[config.mk]
export PLATFORM = sky130hd
export DESIGN_NAME = sevenseg_scan_sequencer_flat
export DESIGN_NICKNAME = d
export VERILOG_FILES = /design/src/rtl/sevenseg_scan_sequencer_if.sv /design/src/rtl/sevenseg_scan_sequencer.sv /design/src/flat_wrapper.sv
export SDC_FILE = /design/constraint.sdc
export NUM_CORES = 1
export LEC_CHECK = 0
export ABC_CLOCK_PERIOD_IN_PS = 5400
export BUFFER_PORTS_ARGS = -buffer_cell sky130_fd_sc_hd__buf_2
export CAP_MARGIN = 20
export CELL_PAD_IN_SITES_DETAIL_PLACEMENT = 0
export CELL_PAD_IN_SITES_GLOBAL_PLACEMENT = 1
export CORE_MARGIN = 2
export CORE_UTILIZATION = 50
export DETAILED_ROUTE_END_ITERATION = 7
export GPL_TIMING_DRIVEN = 0
export HOLD_SLACK_MARGIN = 0.08
export PLACE_DENSITY = 0.93
export SLEW_MARGIN = 20
export SYNTH_ARGS = -nofsm -noshare
export SYNTH_HDL_FRONTEND = slang
export SYNTH_SLANG_ARGS = --single-unit
[constraint.sdc]
create_clock -name CLK100MHZ -period 5.4 [get_ports CLK100MHZ]
set_input_delay 1.08 -clock CLK100MHZ [delete_from_list [all_inputs] [get_ports CLK100MHZ]]
set_output_delay 1.08 -clock CLK100MHZ [all_outputs]
set_load 0.01 [all_outputs]
[src/rtl/sevenseg_scan_sequencer_if.sv]
// Interface for the seven-segment scan sequencer.
// It groups the CPU-side write bus, the live masks and the board-pin outputs.
//   master : CPU or testbench side. It drives wr_en, wr_data, digit_mask and dp_mask,
//            and it observes segments, AN, pending and frame_done.
//   slave  : the sequencer, which sees the same signals with the directions reversed.
interface sevenseg_scan_sequencer_if;
  logic        wr_en;
  logic [31:0] wr_data;
  logic [7:0]  digit_mask;
  logic [7:0]  dp_mask;
  logic [7:0]  segments;
  logic [7:0]  AN;
  logic        pending;
  logic        frame_done;

  modport master (
    output wr_en, wr_data, digit_mask, dp_mask,
    input  segments, AN, pending, frame_done
  );

  modport slave (
    input  wr_en, wr_data, digit_mask, dp_mask,
    output segments, AN, pending, frame_done
  );
endinterface

[src/rtl/sevenseg_scan_sequencer.sv]
// Seven-segment scan sequencer.
// It time-multiplexes a 32-bit hex word onto an 8-digit common-anode display.
//
// Behaviour:
//   - Writes are double-buffered per frame. A CPU write goes into a pending buffer.
//     It becomes the displayed word only at the next frame boundary.
//   - Each digit slot lasts REFRESH_DIV clocks.
//   - The first BLANK_CYCLES clocks of every slot are blanked to suppress ghosting.
//
// Ports:
//   CLK100MHZ : system clock. All state updates on its rising edge.
//   reset     : asynchronous, active-high.
//   bus       : slave modport of sevenseg_scan_sequencer_if.
//     wr_en, wr_data        : single-cycle write strobe and word. Nibble d drives digit d.
//     digit_mask, dp_mask   : per-digit enable and decimal point, sampled live.
//     segments              : active-low, [7]=dp, [6:0]=g..a.
//     AN                    : active-low digit enables.
//     pending               : a written word is waiting for the frame boundary.
//     frame_done            : one-cycle pulse at the end of digit 7's slot.
//
// Parameter constraint: 1 <= BLANK_CYCLES < REFRESH_DIV.
module sevenseg_scan_sequencer #(
  parameter int REFRESH_DIV  = 100000,
  parameter int BLANK_CYCLES = 200
) (
  input  logic                       CLK100MHZ,
  input  logic                       reset,
  sevenseg_scan_sequencer_if.slave   bus
);

  localparam int CW = (REFRESH_DIV > 1) ? $clog2(REFRESH_DIV) : 1;
  localparam logic [CW-1:0] CNT_LAST  = CW'(REFRESH_DIV - 1);
  localparam logic [CW-1:0] CNT_BLANK = CW'(BLANK_CYCLES);

  typedef enum logic {BLANK, SHOW} state_t;

  // Scan position (stage p0) and registered pin drive (stage p1).
  state_t        state_p0;
  logic [CW-1:0] cnt_p0;
  logic [2:0]    digit_p0;
  logic [7:0]    seg_p1;
  logic [7:0]    an_p1;

  logic [31:0]   active_word;
  logic [31:0]   pend_buf;
  logic          pending_q;
  logic          frame_done_q;

  logic [CW-1:0] cnt_nxt;
  logic          slot_wrap;
  logic          frame_edge;
  logic [3:0]    nibble;

  // Hex to segments g..a, active-low.
  function automatic logic [6:0] hex7(input logic [3:0] v);
    logic [6:0] s;
    case (v)
      4'h0: s = 7'h40;
      4'h1: s = 7'h79;
      4'h2: s = 7'h24;
      4'h3: s = 7'h30;
      4'h4: s = 7'h19;
      4'h5: s = 7'h12;
      4'h6: s = 7'h02;
      4'h7: s = 7'h78;
      4'h8: s = 7'h00;
      4'h9: s = 7'h10;
      4'hA: s = 7'h08;
      4'hB: s = 7'h03;
      4'hC: s = 7'h46;
      4'hD: s = 7'h21;
      4'hE: s = 7'h06;
      default: s = 7'h0E;
    endcase
    return s;
  endfunction

  always_comb begin
    slot_wrap  = (cnt_p0 == CNT_LAST);
    cnt_nxt    = slot_wrap ? '0 : cnt_p0 + CW'(1);
    frame_edge = slot_wrap && (digit_p0 == 3'd7);
    nibble     = active_word[{digit_p0, 2'b00} +: 4];
  end

  always_ff @(posedge CLK100MHZ or posedge reset) begin
    if (reset) begin
      state_p0     <= BLANK;
      cnt_p0       <= '0;
      digit_p0     <= 3'd0;
      seg_p1       <= 8'hFF;
      an_p1        <= 8'hFF;
      active_word  <= 32'h0;
      pend_buf     <= 32'h0;
      pending_q    <= 1'b0;
      frame_done_q <= 1'b0;
    end else begin
      // ---- stage p1: pins follow the state one edge after it was entered
      if (state_p0 == SHOW && bus.digit_mask[digit_p0]) begin
        an_p1  <= ~(8'h01 << digit_p0);
        seg_p1 <= {~bus.dp_mask[digit_p0], hex7(nibble)};
      end else begin
        an_p1  <= 8'hFF;
        seg_p1 <= 8'hFF;
      end

      // ---- stage p0: slot counter, digit index and blank/show state
      cnt_p0 <= cnt_nxt;
      if (slot_wrap) digit_p0 <= digit_p0 + 3'd1;
      state_p0 <= (cnt_nxt < CNT_BLANK) ? BLANK : SHOW;

      // The displayed word only changes on the frame edge.
      // A write on that same edge bypasses the stale buffer.
      frame_done_q <= frame_edge;
      if (frame_edge) begin
        if (bus.wr_en)      active_word <= bus.wr_data;
        else if (pending_q) active_word <= pend_buf;
        pending_q <= 1'b0;
      end else if (bus.wr_en) begin
        pend_buf  <= bus.wr_data;
        pending_q <= 1'b1;
      end
    end
  end

  assign bus.segments   = seg_p1;
  assign bus.AN         = an_p1;
  assign bus.pending    = pending_q;
  assign bus.frame_done = frame_done_q;

endmodule

[src/flat_wrapper.sv]
// flat-port wrapper written by rule: the top's interface ports become plain ports
module sevenseg_scan_sequencer_flat 
#(
  parameter int REFRESH_DIV  = 100000,
  parameter int BLANK_CYCLES = 200
)
  (CLK100MHZ, reset, bus_wr_en, bus_wr_data, bus_digit_mask, bus_dp_mask, bus_segments, bus_AN, bus_pending, bus_frame_done);
  sevenseg_scan_sequencer_if bus_i ();
  input  logic CLK100MHZ;
  input  logic reset;
  input wire logic [$bits(bus_i.wr_en)-1:0] bus_wr_en;
  input wire logic [$bits(bus_i.wr_data)-1:0] bus_wr_data;
  input wire logic [$bits(bus_i.digit_mask)-1:0] bus_digit_mask;
  input wire logic [$bits(bus_i.dp_mask)-1:0] bus_dp_mask;
  output wire logic [$bits(bus_i.segments)-1:0] bus_segments;
  output wire logic [$bits(bus_i.AN)-1:0] bus_AN;
  output wire logic [$bits(bus_i.pending)-1:0] bus_pending;
  output wire logic [$bits(bus_i.frame_done)-1:0] bus_frame_done;
  assign bus_i.wr_en = bus_wr_en;
  assign bus_i.wr_data = bus_wr_data;
  assign bus_i.digit_mask = bus_digit_mask;
  assign bus_i.dp_mask = bus_dp_mask;
  assign bus_segments = bus_i.segments;
  assign bus_AN = bus_i.AN;
  assign bus_pending = bus_i.pending;
  assign bus_frame_done = bus_i.frame_done;
  sevenseg_scan_sequencer #(.REFRESH_DIV(REFRESH_DIV), .BLANK_CYCLES(BLANK_CYCLES)) u_core (.CLK100MHZ(CLK100MHZ), .reset(reset), .bus(bus_i));
endmodule
==> results.py <==
metrics = {
    "worst_setup_path": {
        "startpoint_type": "register",
        "crit_buf_inv": 2,
        "critPathMaxStageDelay_ns": 0.48,
        "crit_family": "simple AND/OR/NAND/NOR gates",
        "worstSetupPathType": "reg2reg",
        "critPathRequiredTime_ns": 5.67,
        "worstSetupEndpointType": "register",
        "crit_path_cell_trace": "ha_1 > nand4_2 > or3b_4 > nor4_4 > nand2b_1 > buf_4 > buf_6 > mux2_2",
        "crit_arrival_ns": 2.93,
        "crit_path_top_delay_cell": "or3b_4",
        "worstPathMaxFanout": 10,
    },
    "global_routing": {
        "grt_max_degree": 81,
        "track_usage_pct": 19.0,
        "grt_pass1_vias": 3464,
        "grt_pass1_wl_mm": 16.5,
        "antenna_found_initial": 0,
        "gr-total-overflow": 0,
    },
    "timing": {
        "timing.fmax_ghz": 0.376,
        "post-route-min-period_ns": 2.66,
        "fin_setup_tns_ns": 0,
        "worst_pin_slew_ns": 0.815,
        "finClkSkew_ns": 0.0179,
        "slew_headroom_pct": 45.7,
        "finalCritPeriodShare_pct": 49.3,
        "finalSetupViolations": 0,
        "whs_ns": 0.491,
        "finalMaxSlewViolations": 0,
        "hold_violations": 0,
        "grt_setup_unrepaired": "false",
    },
    "clock_tree": {
        "clkSinkCount": 103,
        "clk_latency_ns": 0.38,
        "tritoncts": "done",
        "holdBufCountCts": 0,
        "cts_made_buffers": 9,
        "clockBufferDepth": 2,
        "post_cts_buffers": 0,
        "cts_resized": 0,
        "h-tree-depth": 3,
        "path_clk_slew_ns": 0.10,
        "clock_tree.root_cell": "clkbuf_8",
    },
    "route": {
        "detail_route.drc_violations": 0,
        "wl_mm": 9.95,
        "vias_per_cell": 5.38,
        "drtIter0Drc": 177,
        "vias": 3430,
        "drt_pass1_iterations": 4,
        "post_drt_wl_per_cell_um": 15.6,
        "ant_nets": 0,
    },
    "placed_design": {
        "dpl.cell_count": 622,
        "portBuffers": 67,
        "gp_congestion": 0.841,
        "postPlaceCellArea_um2": 5600,
        "dp_hpwl_mm": 7.28,
    },
    "yosys": {
        "syn_area_per_cell_um2": 12.0,
        "ys.flop_type": "dfrtp_1",
        "ys_types": 47,
        "yosysWarningCount": 0,
        "syn-num-nets": 485,
        "ys_async_sr_fraction_pct": 100,
        "synth-edff-count": 0,
        "ys_seq_area_share_pct": 51.3,
        "synth_area_um2": 5060,
        "ys_ff_latch": 103,
        "syn-instance-count": 421,
    },
    "layout": {
        "areaGrowthSynthToFinish_pct": 14.6,
        "layoutNonFillerInstCount": 638,
        "fill_cells": 860,
        "layout_common_cells": "dfrtp_1, buf_2, nor2_1",
        "fin_util_pct": 59.1,
        "diodes": 0,
        "drive_gt1_share_pct": 32.7,
        "final_common_cell": "dfrtp_1",
        "fin_area_um2": 5800,
        "nNetsFinal": 564,
    },
    "floorplan": {
        "fp.dieW_um": 105,
        "initial_core_util_pct": 51.5,
        "ios": 69,
        "rows": 36,
        "fp.dieH_um": 105,
        "core_um2": 9820,
        "die-area_um2": 10900,
    },
    "run": {
        "cap_violations": 0,
    },
    "pwr": {
        "power.density_nw_per_um2": 244,
        "vdd_drop_max_uv": 172,
        "p_leak_nw": 2.62,
    },
    "run_status": {
        "status": "completed",
    },
    "worst_hold_path": {
        "worstHoldPathType": "reg2reg",
    },
}
[sequential cells by signal (all words and copies together), names as in the netlist]
signal                 count
u_core.pend_buf           32
u_core.active_word        32
u_core.cnt_p0             17
u_core.digit_p0            3
u_core.bus.AN              8
u_core.bus.pending         1
u_core.bus.segments        8
u_core.bus.frame_done      1
u_core.state_p0            1
[worst register-to-register path, delay by kind of cell, from the launching register on]
kind	cells	cell delay (ns)
buf+inv	2	0.33
flops	1	0.40
fa+ha+maj	1	0.32
mux	1	0.35
simple gates	4	1.17
[final cells by class]
cell class                 count  area, um^2  share of cell area (%)
timing repair buffer          68         363                    6.26
sequential                   103        2600                    44.8
clock inverter                 5        63.8                    1.10
clock buffer                  11         141                    2.44
tap                          133         166                    2.87
multi-input combinational    285        2270                    39.2
buffer                        24         159                    2.74
inverter                       9        38.8                   0.669
[metrics by stage]
stage,power (W),setup WS [ns]
after floorplan,0.000886,1.64
after global placement,0.000920,0.572
after detailed placement,0.000929,2.73
after CTS,0.00143,2.71
after global routing,0.00147,2.55
final,0.00142,2.74
[logic make-up after synthesis]
logic type	Yosys count	share of synthesized area, %
AOI/OAI and AO/OA	61	7.79
xor gates and xnor gates	17	2.94
adders and majority gates	13	3.21
buffers and inverters	33	3.81
DFF	103	51.3
muxes	82	20.1
and+or+nand+nor	112	10.9
[per-layer routing]
metal / wire [um] / up-vias / global-route usage, %
met5: 0 / - / 0
met4: 142 / 0 / 6.19
met3: 516 / 11 / 4.87
met2: 4900 / 86 / 31.7
met1: 4390 / 1680 / 24.3
li1: - / 1653 / -
[power by group]
| group | leakage, nW | switching [W] | internal [W] | total (W) |
|---|---|---|---|---|
| combinational | 1.23 | 0.0000521 | 0.0000520 | 0.000104 |
| clock | 0.106 | 0.000272 | 0.000233 | 0.000505 |
| sequential | 1.29 | 0.0000111 | 0.000795 | 0.000806 |
| total | 2.62 | 0.000335 | 0.00108 | 0.00142 |
[cell usage after synthesis, drive strengths merged, types with 2 or more instances]
cell | count | share of area (%)
nand2 | 24 | 1.8
nor4 | 2 | 0.54
nand4 | 2 | 0.37
and4 | 2 | 0.35
o21ai | 10 | 0.99
buf | 15 | 2.5
nor2 | 51 | 3.8
nand2b | 2 | 0.25
o211ai | 4 | 0.59
and3 | 4 | 0.49
inv | 9 | 0.67
clkbuf | 9 | 0.67
nor2b | 2 | 0.25
nor3 | 7 | 0.91
xor2 | 7 | 1.2
a21oi | 36 | 4.5
nand3 | 8 | 0.79
a31oi | 2 | 0.25
or4 | 2 | 0.30
mux4 | 12 | 5.3
dfrtp | 87 | 43
xnor2 | 10 | 1.7
mux2i | 34 | 6.7
o221ai | 3 | 0.52
mux2 | 36 | 8.0
ha | 13 | 3.2
dfstp | 16 | 8.3
[final timing paths]
check	startpoint	to	slack [ns]	cells after the start
min in group asynchronous	reset	u_core.cnt_p0[1]$_DFF_PP0_	0.63	2
worst max-delay path	u_core.cnt_p0[0]$_DFF_PP0_	u_core.pend_buf[5]$_DFFE_PP0P_	2.74	8
worst max register to register	u_core.cnt_p0[0]$_DFF_PP0_	u_core.pend_buf[5]$_DFFE_PP0P_	2.74	8
max in group asynchronous	reset	u_core.bus.AN[3]$_DFF_PP1_	4.08	3
worst min-delay path	u_core.cnt_p0[0]$_DFF_PP0_	u_core.cnt_p0[0]$_DFF_PP0_	0.49	1
worst min register to register	u_core.cnt_p0[0]$_DFF_PP0_	u_core.cnt_p0[0]$_DFF_PP0_	0.49	1
Power figures use the tool's default switching activity.
